`src/rtl/ex_mem_stage.sv`:
```
// Execute stage and EX/MEM pipeline register: operand forwarding, ALU control, ALU,
// branch-target adder and destination select, captured with stall/flush support.
module ex_mem_stage #(
    parameter int unsigned WIDTH = 32,
    parameter int unsigned REGW  = 5
) (
    input  logic             clk,
    input  logic             rst_n,
    input  logic [1:0]       WB,
    input  logic [2:0]       M,
    input  logic             RegDst,
    input  logic [1:0]       ALUop,
    input  logic             ALUsrc,
    input  logic [WIDTH-1:0] NextAdress,
    input  logic [WIDTH-1:0] OP1,
    input  logic [WIDTH-1:0] OP2,
    input  logic [WIDTH-1:0] SignExt,
    input  logic [REGW-1:0]  RT,
    input  logic [REGW-1:0]  RD,
    input  logic [1:0]       ForwardA,
    input  logic [1:0]       ForwardB,
    input  logic [WIDTH-1:0] MemFwd,
    input  logic [WIDTH-1:0] WbFwd,
    input  logic             Stall,
    input  logic             Flush,
    output logic [1:0]       O_WB,
    output logic [2:0]       O_M,
    output logic [WIDTH-1:0] O_BranchTarget,
    output logic             O_Zero,
    output logic [WIDTH-1:0] O_ALUResult,
    output logic [WIDTH-1:0] O_StoreData,
    output logic [REGW-1:0]  O_WriteReg
);

    typedef enum logic [2:0] {
        AluAdd,
        AluSub,
        AluAnd,
        AluOr,
        AluNor,
        AluSlt
    } alu_op_e;

    logic [WIDTH-1:0] w_fwd_a;
    logic [WIDTH-1:0] w_fwd_b;
    logic [WIDTH-1:0] w_alu_b;
    logic [WIDTH-1:0] w_result;
    logic [WIDTH-1:0] w_target;
    logic [REGW-1:0]  w_write_reg;
    logic             w_slt;
    alu_op_e          w_alu_op;

    // Select 11 is unused and falls back to the register operand.
    always_comb begin
        unique case (ForwardA)
            2'b10:   w_fwd_a = MemFwd;
            2'b01:   w_fwd_a = WbFwd;
            default: w_fwd_a = OP1;
        endcase
        unique case (ForwardB)
            2'b10:   w_fwd_b = MemFwd;
            2'b01:   w_fwd_b = WbFwd;
            default: w_fwd_b = OP2;
        endcase
    end

    assign w_alu_b = ALUsrc ? SignExt : w_fwd_b;

    always_comb begin
        w_alu_op = AluAdd;
        unique case (ALUop)
            2'b00: w_alu_op = AluAdd;
            2'b01: w_alu_op = AluSub;
            2'b11: w_alu_op = AluSlt;
            default: begin
                unique case (SignExt[5:0])
                    6'h22:   w_alu_op = AluSub;
                    6'h24:   w_alu_op = AluAnd;
                    6'h25:   w_alu_op = AluOr;
                    6'h27:   w_alu_op = AluNor;
                    6'h2A:   w_alu_op = AluSlt;
                    default: w_alu_op = AluAdd;
                endcase
            end
        endcase
    end

    assign w_slt = ($signed(w_fwd_a) < $signed(w_alu_b));

    always_comb begin
        w_result = '0;
        unique case (w_alu_op)
            AluSub:  w_result = w_fwd_a - w_alu_b;
            AluAnd:  w_result = w_fwd_a & w_alu_b;
            AluOr:   w_result = w_fwd_a | w_alu_b;
            AluNor:  w_result = ~(w_fwd_a | w_alu_b);
            AluSlt:  w_result = {{(WIDTH-1){1'b0}}, w_slt};
            default: w_result = w_fwd_a + w_alu_b;
        endcase
    end

    assign w_target    = NextAdress + {SignExt[WIDTH-3:0], 2'b00};
    assign w_write_reg = RegDst ? RD : RT;

    // Flush outranks stall so a squashed instruction never lingers in the register.
    always_ff @(posedge clk or negedge rst_n) begin
        if (!rst_n) begin
            O_WB           <= '0;
            O_M            <= '0;
            O_BranchTarget <= '0;
            O_Zero         <= 1'b0;
            O_ALUResult    <= '0;
            O_StoreData    <= '0;
            O_WriteReg     <= '0;
        end else if (Flush) begin
            O_WB           <= '0;
            O_M            <= '0;
            O_BranchTarget <= '0;
            O_Zero         <= 1'b0;
            O_ALUResult    <= '0;
            O_StoreData    <= '0;
            O_WriteReg     <= '0;
        end else if (!Stall) begin
            O_WB           <= WB;
            O_M            <= M;
            O_BranchTarget <= w_target;
            O_Zero         <= (w_result == '0);
            O_ALUResult    <= w_result;
            O_StoreData    <= w_fwd_b;
            O_WriteReg     <= w_write_reg;
        end
    end

endmodule
```
`config.mk`:
```
export PLATFORM = sky130hd
export DESIGN_NAME = ex_mem_stage
export DESIGN_NICKNAME = d
export VERILOG_FILES = /design/src/rtl/ex_mem_stage.sv
export SDC_FILE = /design/constraint.sdc
export NUM_CORES = 1
export LEC_CHECK = 0
export CAP_MARGIN = 20
export CORE_UTILIZATION = 56
export DETAILED_ROUTE_END_ITERATION = 7
export HOLD_SLACK_MARGIN = 0.06
export PLACE_DENSITY = 0.95
export REMOVE_ABC_BUFFERS = 1
export SLEW_MARGIN = 40
export SYNTH_ARGS = -nofsm -noshare
export SYNTH_HDL_FRONTEND = slang
export SYNTH_SLANG_ARGS = --single-unit
```
`constraint.sdc`:
```
create_clock -name clk -period 3 [get_ports clk]
set_clock_uncertainty 0.2 [all_clocks]
set_input_delay 0.45 -clock clk [delete_from_list [all_inputs] [get_ports clk]]
set_output_delay 0.45 -clock clk [all_outputs]
set_load 0.1 [all_outputs]
```
==> flow_summary.toml, run 1 <==
[logic_synthesis]
synth_top_area_share_pct = 20.4
synth_area_leaders = "dfrtp_1 (20%), ha_1 (12%), a21oi_1 (7.9%)"
postSynth.asyncResetShare_pct = 100
syn_inst = 1841
synth_cell_types = 86
synth_top_area_cell = "dfrtp_1"
ys_seq_area_share_pct = 20.4
synth_edf_count = 0
synthFlopType = "dfrtp_1"
netlist_area_sq_um = 13100
yosysWarnings = 0
ys_seq_elements = 107
avgSynthCellArea_sq_um = 7.13

[die]
num_rows = 55
io_pins = 326
dieWidth_um = 155
fp.dieH_um = 155
start_util_pct = 57.5

[placement]
port_buffers = 325
hpwlAfterDp_um = 53900
place_congestion = 1.14
pre_cts_slack_ps = -2810
placed_cell_area_sq_um = 19700

[status]
outcome = "aborted with a tool error"
failed_stage = "clock tree synthesis (4_1_cts)"
firstError = "[ERROR DPL-0038] Utilization greater than 100%, impossible to legalize"

[clock_tree]
cts_resized = 539
root_buffer = "clkbuf_16"
htreeDepth = 3
clkSinkCount = 107
cts_buffers = 9
post_cts.repair.setup_buffers = 134
ctsLongestPathBuffers = 2
cts_hold_buf = 1
cells in the mapped netlist, types with 9 or more instances:
master / n
nand4_1: 12
nor3_1: 32
ha_1: 128
o21bai_1: 17
o21ai_0: 124
o31ai_1: 13
a21oi_1: 207
nor2b_1: 11
a21o_1: 27
a31oi_1: 19
a22oi_1: 63
buf_1: 22
mux2i_1: 37
nand3_1: 30
xor2_1: 16
xnor2_1: 27
o211ai_1: 18
a211oi_1: 37
inv_1: 118
clkbuf_1: 95
nand2b_1: 30
nor4_1: 18
o22ai_1: 15
a221o_1: 9
dfrtp_1: 107
nor2_1: 269
nand2_1: 166
o21a_1: 16
cell families after synthesis:
logic type	count (synthesis)	share of synthesized area (%)
AO/OA/AOI/OAI	662	33.3
XOR/XNOR	43	2.87
adder cells (fa/ha/maj)	131	12.7
buffers and inverters	241	6.93
flip-flops	107	20.4
multiplexers	38	2.91
AND/OR/NAND/NOR	619	21.0
through the flow:
step | TNS [ps] | std cells | hold WS (ps)
3_5_place_dp | -92190 | 2833 | 218
3_3_place_gp | -75590 | 2833 | 214
2_1_floorplan | -60790 | 1720 | -45.6
==> run 2, diff against run 1 <==
--- a/config.mk
+++ b/config.mk
@@ -6,10 +6,9 @@
 export NUM_CORES = 1
 export LEC_CHECK = 0
 export CAP_MARGIN = 20
-export CORE_UTILIZATION = 56
+export CORE_UTILIZATION = 40
 export DETAILED_ROUTE_END_ITERATION = 7
-export HOLD_SLACK_MARGIN = 0.06
-export PLACE_DENSITY = 0.95
+export PLACE_DENSITY_LB_ADDON = 0.15
 export REMOVE_ABC_BUFFERS = 1
 export SLEW_MARGIN = 40
 export SYNTH_ARGS = -nofsm -noshare
==> flow_summary.toml, run 2 <==
[status]
outcome = "complete, but fails checks"
failed_checks = "setup timing"

[clock_tree]
ctsLongestPathBuffers = 2
clk_latency_ps = 400
clkSinkCount = 107
cts_buffers = 9
htreeDepth = 3
root_buffer = "clkbuf_16"
clkTransAtPathRegs_ps = 100
cts_tree = "yes"

[logic_synthesis]
synth_edf_count = 0
synth_top_area_cell = "dfrtp_1"
netlist_area_sq_um = 13100
synth_top_area_share_pct = 20.4
ys_seq_area_share_pct = 20.4
syn_inst = 1841
synth_cell_types = 86
synth_compound_area_share_pct = 33.3
synthTopCellsByCount = "nor2_1 (269), a21oi_1 (207), nand2_1 (166)"
synthFlopType = "dfrtp_1"
synth_fa_ha_area_share_pct = 12.7
synth_top_family_by_area = "compound AO/OA/AOI/OAI gates"
yosysWarnings = 0
yosysMostFrequentCell = "nor2_1"
synthXorXnorAreaFrac_pct = 2.87
avgSynthCellArea_sq_um = 7.13
postSynth.asyncResetShare_pct = 100
ys_seq_elements = 107
synth_area_leaders = "dfrtp_1 (20%), ha_1 (12%), a21oi_1 (7.9%)"
synthSimpleGateAreaFrac_pct = 21.0
synth_mux_area_share_pct = 2.91

[finish]
reg_top3 = "O_ALUResult: 32 flops, O_BranchTarget: 32 flops, O_StoreData: 32 flops"
drive_gt1_share_pct = 44.1
nets = 3088
synthToLayoutAreaGrowth_pct = 87.2
n_fill_cell = 2314
design_area_sq_um = 24600
final_common_cell = "buf_4"
layout.cells.most_common_list = "buf_4 (707), nor2_1 (237), clkdlybuf4s50_1 (183)"

[die]
die-area_sq_um = 33600
start_util_pct = 41.1
num_rows = 65
coreArea_sq_um = 32000
io_pins = 326
fp.dieH_um = 183
dieWidth_um = 183

[setup_path]
ff2ff_setup_slack_ps = 1940
arrival_ps = 4540
path_cells = "buf_8 > inv_4 > ha_4 > buf_6 > or2_4 > o221ai_4 > inv_2 > ha_4 > o211ai_1 > a21oi_4 > o211ai_1 > buf_4 > a211oi_4 > o21ai_2 > a211o_1 > o21ai_2 > o41ai_4 > buf_4 > a221oi_4 > o221ai_2 > nor4_2 > a32o_1"
endpoint_kind = "register"
max_stage_delay_ps = 310
reg2reg_from = "O_BranchTarget[28]$_DFFE_PN0P_"
reg2regPathDepth = 1
rr_endpoint = "O_BranchTarget[28]$_DFFE_PN0P_"
crit_required_ps = 3150
path_buf_inv = 6
crit_path_start_kind = "primary input"
path_max_fanout = 6
cp-startpoint = "ForwardB[0]"
crit_type = "in2reg"
cp.depth = 22
slowest_stage = "a211o_1"
cpLargestDelayFamily = "compound AO/OA/AOI/OAI gates"
cp-endpoint = "O_Zero$_DFFE_PN0P_"

[global_routing]
grt.total_usage_pct = 38.4
grt_pass1_wl_um = 99900
grt_start_max_net_pins = 159
grt_pass1_vias = 18304
grt_overflow = 0
antenna_found_initial = 3

[detailed_routing]
ant_nets = 0
finalWirelength_um = 67200
wl_per_cell_um = 21.1
drt_iter0_drc = 1655
num_vias = 18295
routed_via_density = 5.75
remaining_drc_errors = 0
dr.pass1.iters = 6

[sta]
fin_crit_ps = 4400
slew_headroom_pct = 48.4
slew_violations = 0
hold_viol = 0
post-route-period-util_pct = 147
fmax_ghz = 0.227
fin_ws_ps = -1400
tightestPinTransition_ps = 775
rsz0062_at_grt = "true"
fin_tns_setup_ps = -28610
setup_viol = 42

[power_and_ir_drop]
p_switching_mw = 5.18
p_leak_nw = 11.3
p_seq_share_pct = 15.1
power_density_nw_per_um2 = 444
p_clk_share_pct = 12.4
combPwrFrac_pct = 72.5
p_int_mw = 5.73
swShare_pct = 47.5
irDropWorstVdd_uv = 373

[min_path]
min_path_type = "in2reg"

[placement]
placed_cell_area_sq_um = 20200
pre_cts_slack_ps = -3070
hpwlAfterDp_um = 47700
port_buffers = 325
place_congestion = 0.991

[run]
maxCapViolCount = 0
==> run 2: logic make-up after synthesis <==
family          Yosys count
flops                   107
compound gates          662
xor+xnor                 43
fa+ha+maj               131
buf+inv                 241
mux                      38
simple gates            619
==> run 2: worst min path at each step <==
stage,from,end,slack [ps],depth (start not counted)
5_1_grt,NextAdress[2],O_BranchTarget[2]$_DFFE_PN0P_,280,4
3_5_place_dp,rst_n,O_M[1]$_DFFE_PN0P_,240,1
2_1_floorplan,rst_n,O_ALUResult[0]$_DFFE_PN0P_,-50,0
3_3_place_gp,rst_n,O_M[1]$_DFFE_PN0P_,230,1
6_report,NextAdress[2],O_BranchTarget[2]$_DFFE_PN0P_,260,4
4_1_cts,O_ALUResult[24]$_DFFE_PN0P_,O_ALUResult[24]$_DFFE_PN0P_,320,2
==> run 2: repair_timing <==
item                                    4_1_cts  5_1_grt
setup buffers                               128       54
endpoints found under the setup margin       49       46
endpoints found under the hold margin        32        0
hold buffers                                  1        0
pin swaps                                   205      166
cloned                                        3        1
resized for setup                           499      189
==> run 2: cell type report <==
cell class / count / area, sq um / area share (%)
timing repair buffer: 1007 / 8600 / 35.0
inverter: 120 / 460 / 1.87
clock inverter: 6 / 63.8 / 0.260
clock buffer: 10 / 239 / 0.972
antenna: 1 / 2.50 / 0.0102
multi-input combinational: 1493 / 12000 / 48.8
tap: 435 / 544 / 2.21
sequential: 107 / 2680 / 10.9
==> run 2: power groups by stage <==
stage	registers [mW]	logic [mW]	clock network [mW]
2_1_floorplan	2.58	2.28	0
5_1_grt	1.65	8.32	1.41
6_report	1.64	7.91	1.36
4_1_cts	1.64	7.18	1.36
3_5_place_dp	1.66	6.01	0
3_3_place_gp	1.66	5.94	0
==> run 2: metrics by stage <==
step,cells,utilization (%),power (mW),hold WS (ps)
after global routing,3179,76.9,11.4,285
final,3179,76.9,10.9,263
after CTS,3142,73.5,10.2,323
after detailed placement,3002,63.2,7.67,238
after global placement,3002,63.2,7.60,233
after floorplan,1720,-,4.85,-45.6
==> run 2: metal layers <==
metal	wire length [um]	vias to the layer above	track usage (%)
met4	2690	2	16.6
met2	30600	913	61.7
li1	-	8413	-
met1	27900	8784	49.1
met3	5970	183	8.68
met5	13	-	0
Power figures use the tool's default switching activity.
==> run 3, diff against run 2 <==
--- a/config.mk
+++ b/config.mk
@@ -7,6 +7,7 @@
 export LEC_CHECK = 0
 export CAP_MARGIN = 20
 export CORE_UTILIZATION = 40
+export CTS_CLUSTER_DIAMETER = 50
 export DETAILED_ROUTE_END_ITERATION = 7
 export PLACE_DENSITY_LB_ADDON = 0.15
 export REMOVE_ABC_BUFFERS = 1
==> results of run 3 <==
The final DEF is identical to that of run 2; final timing and power are the same.
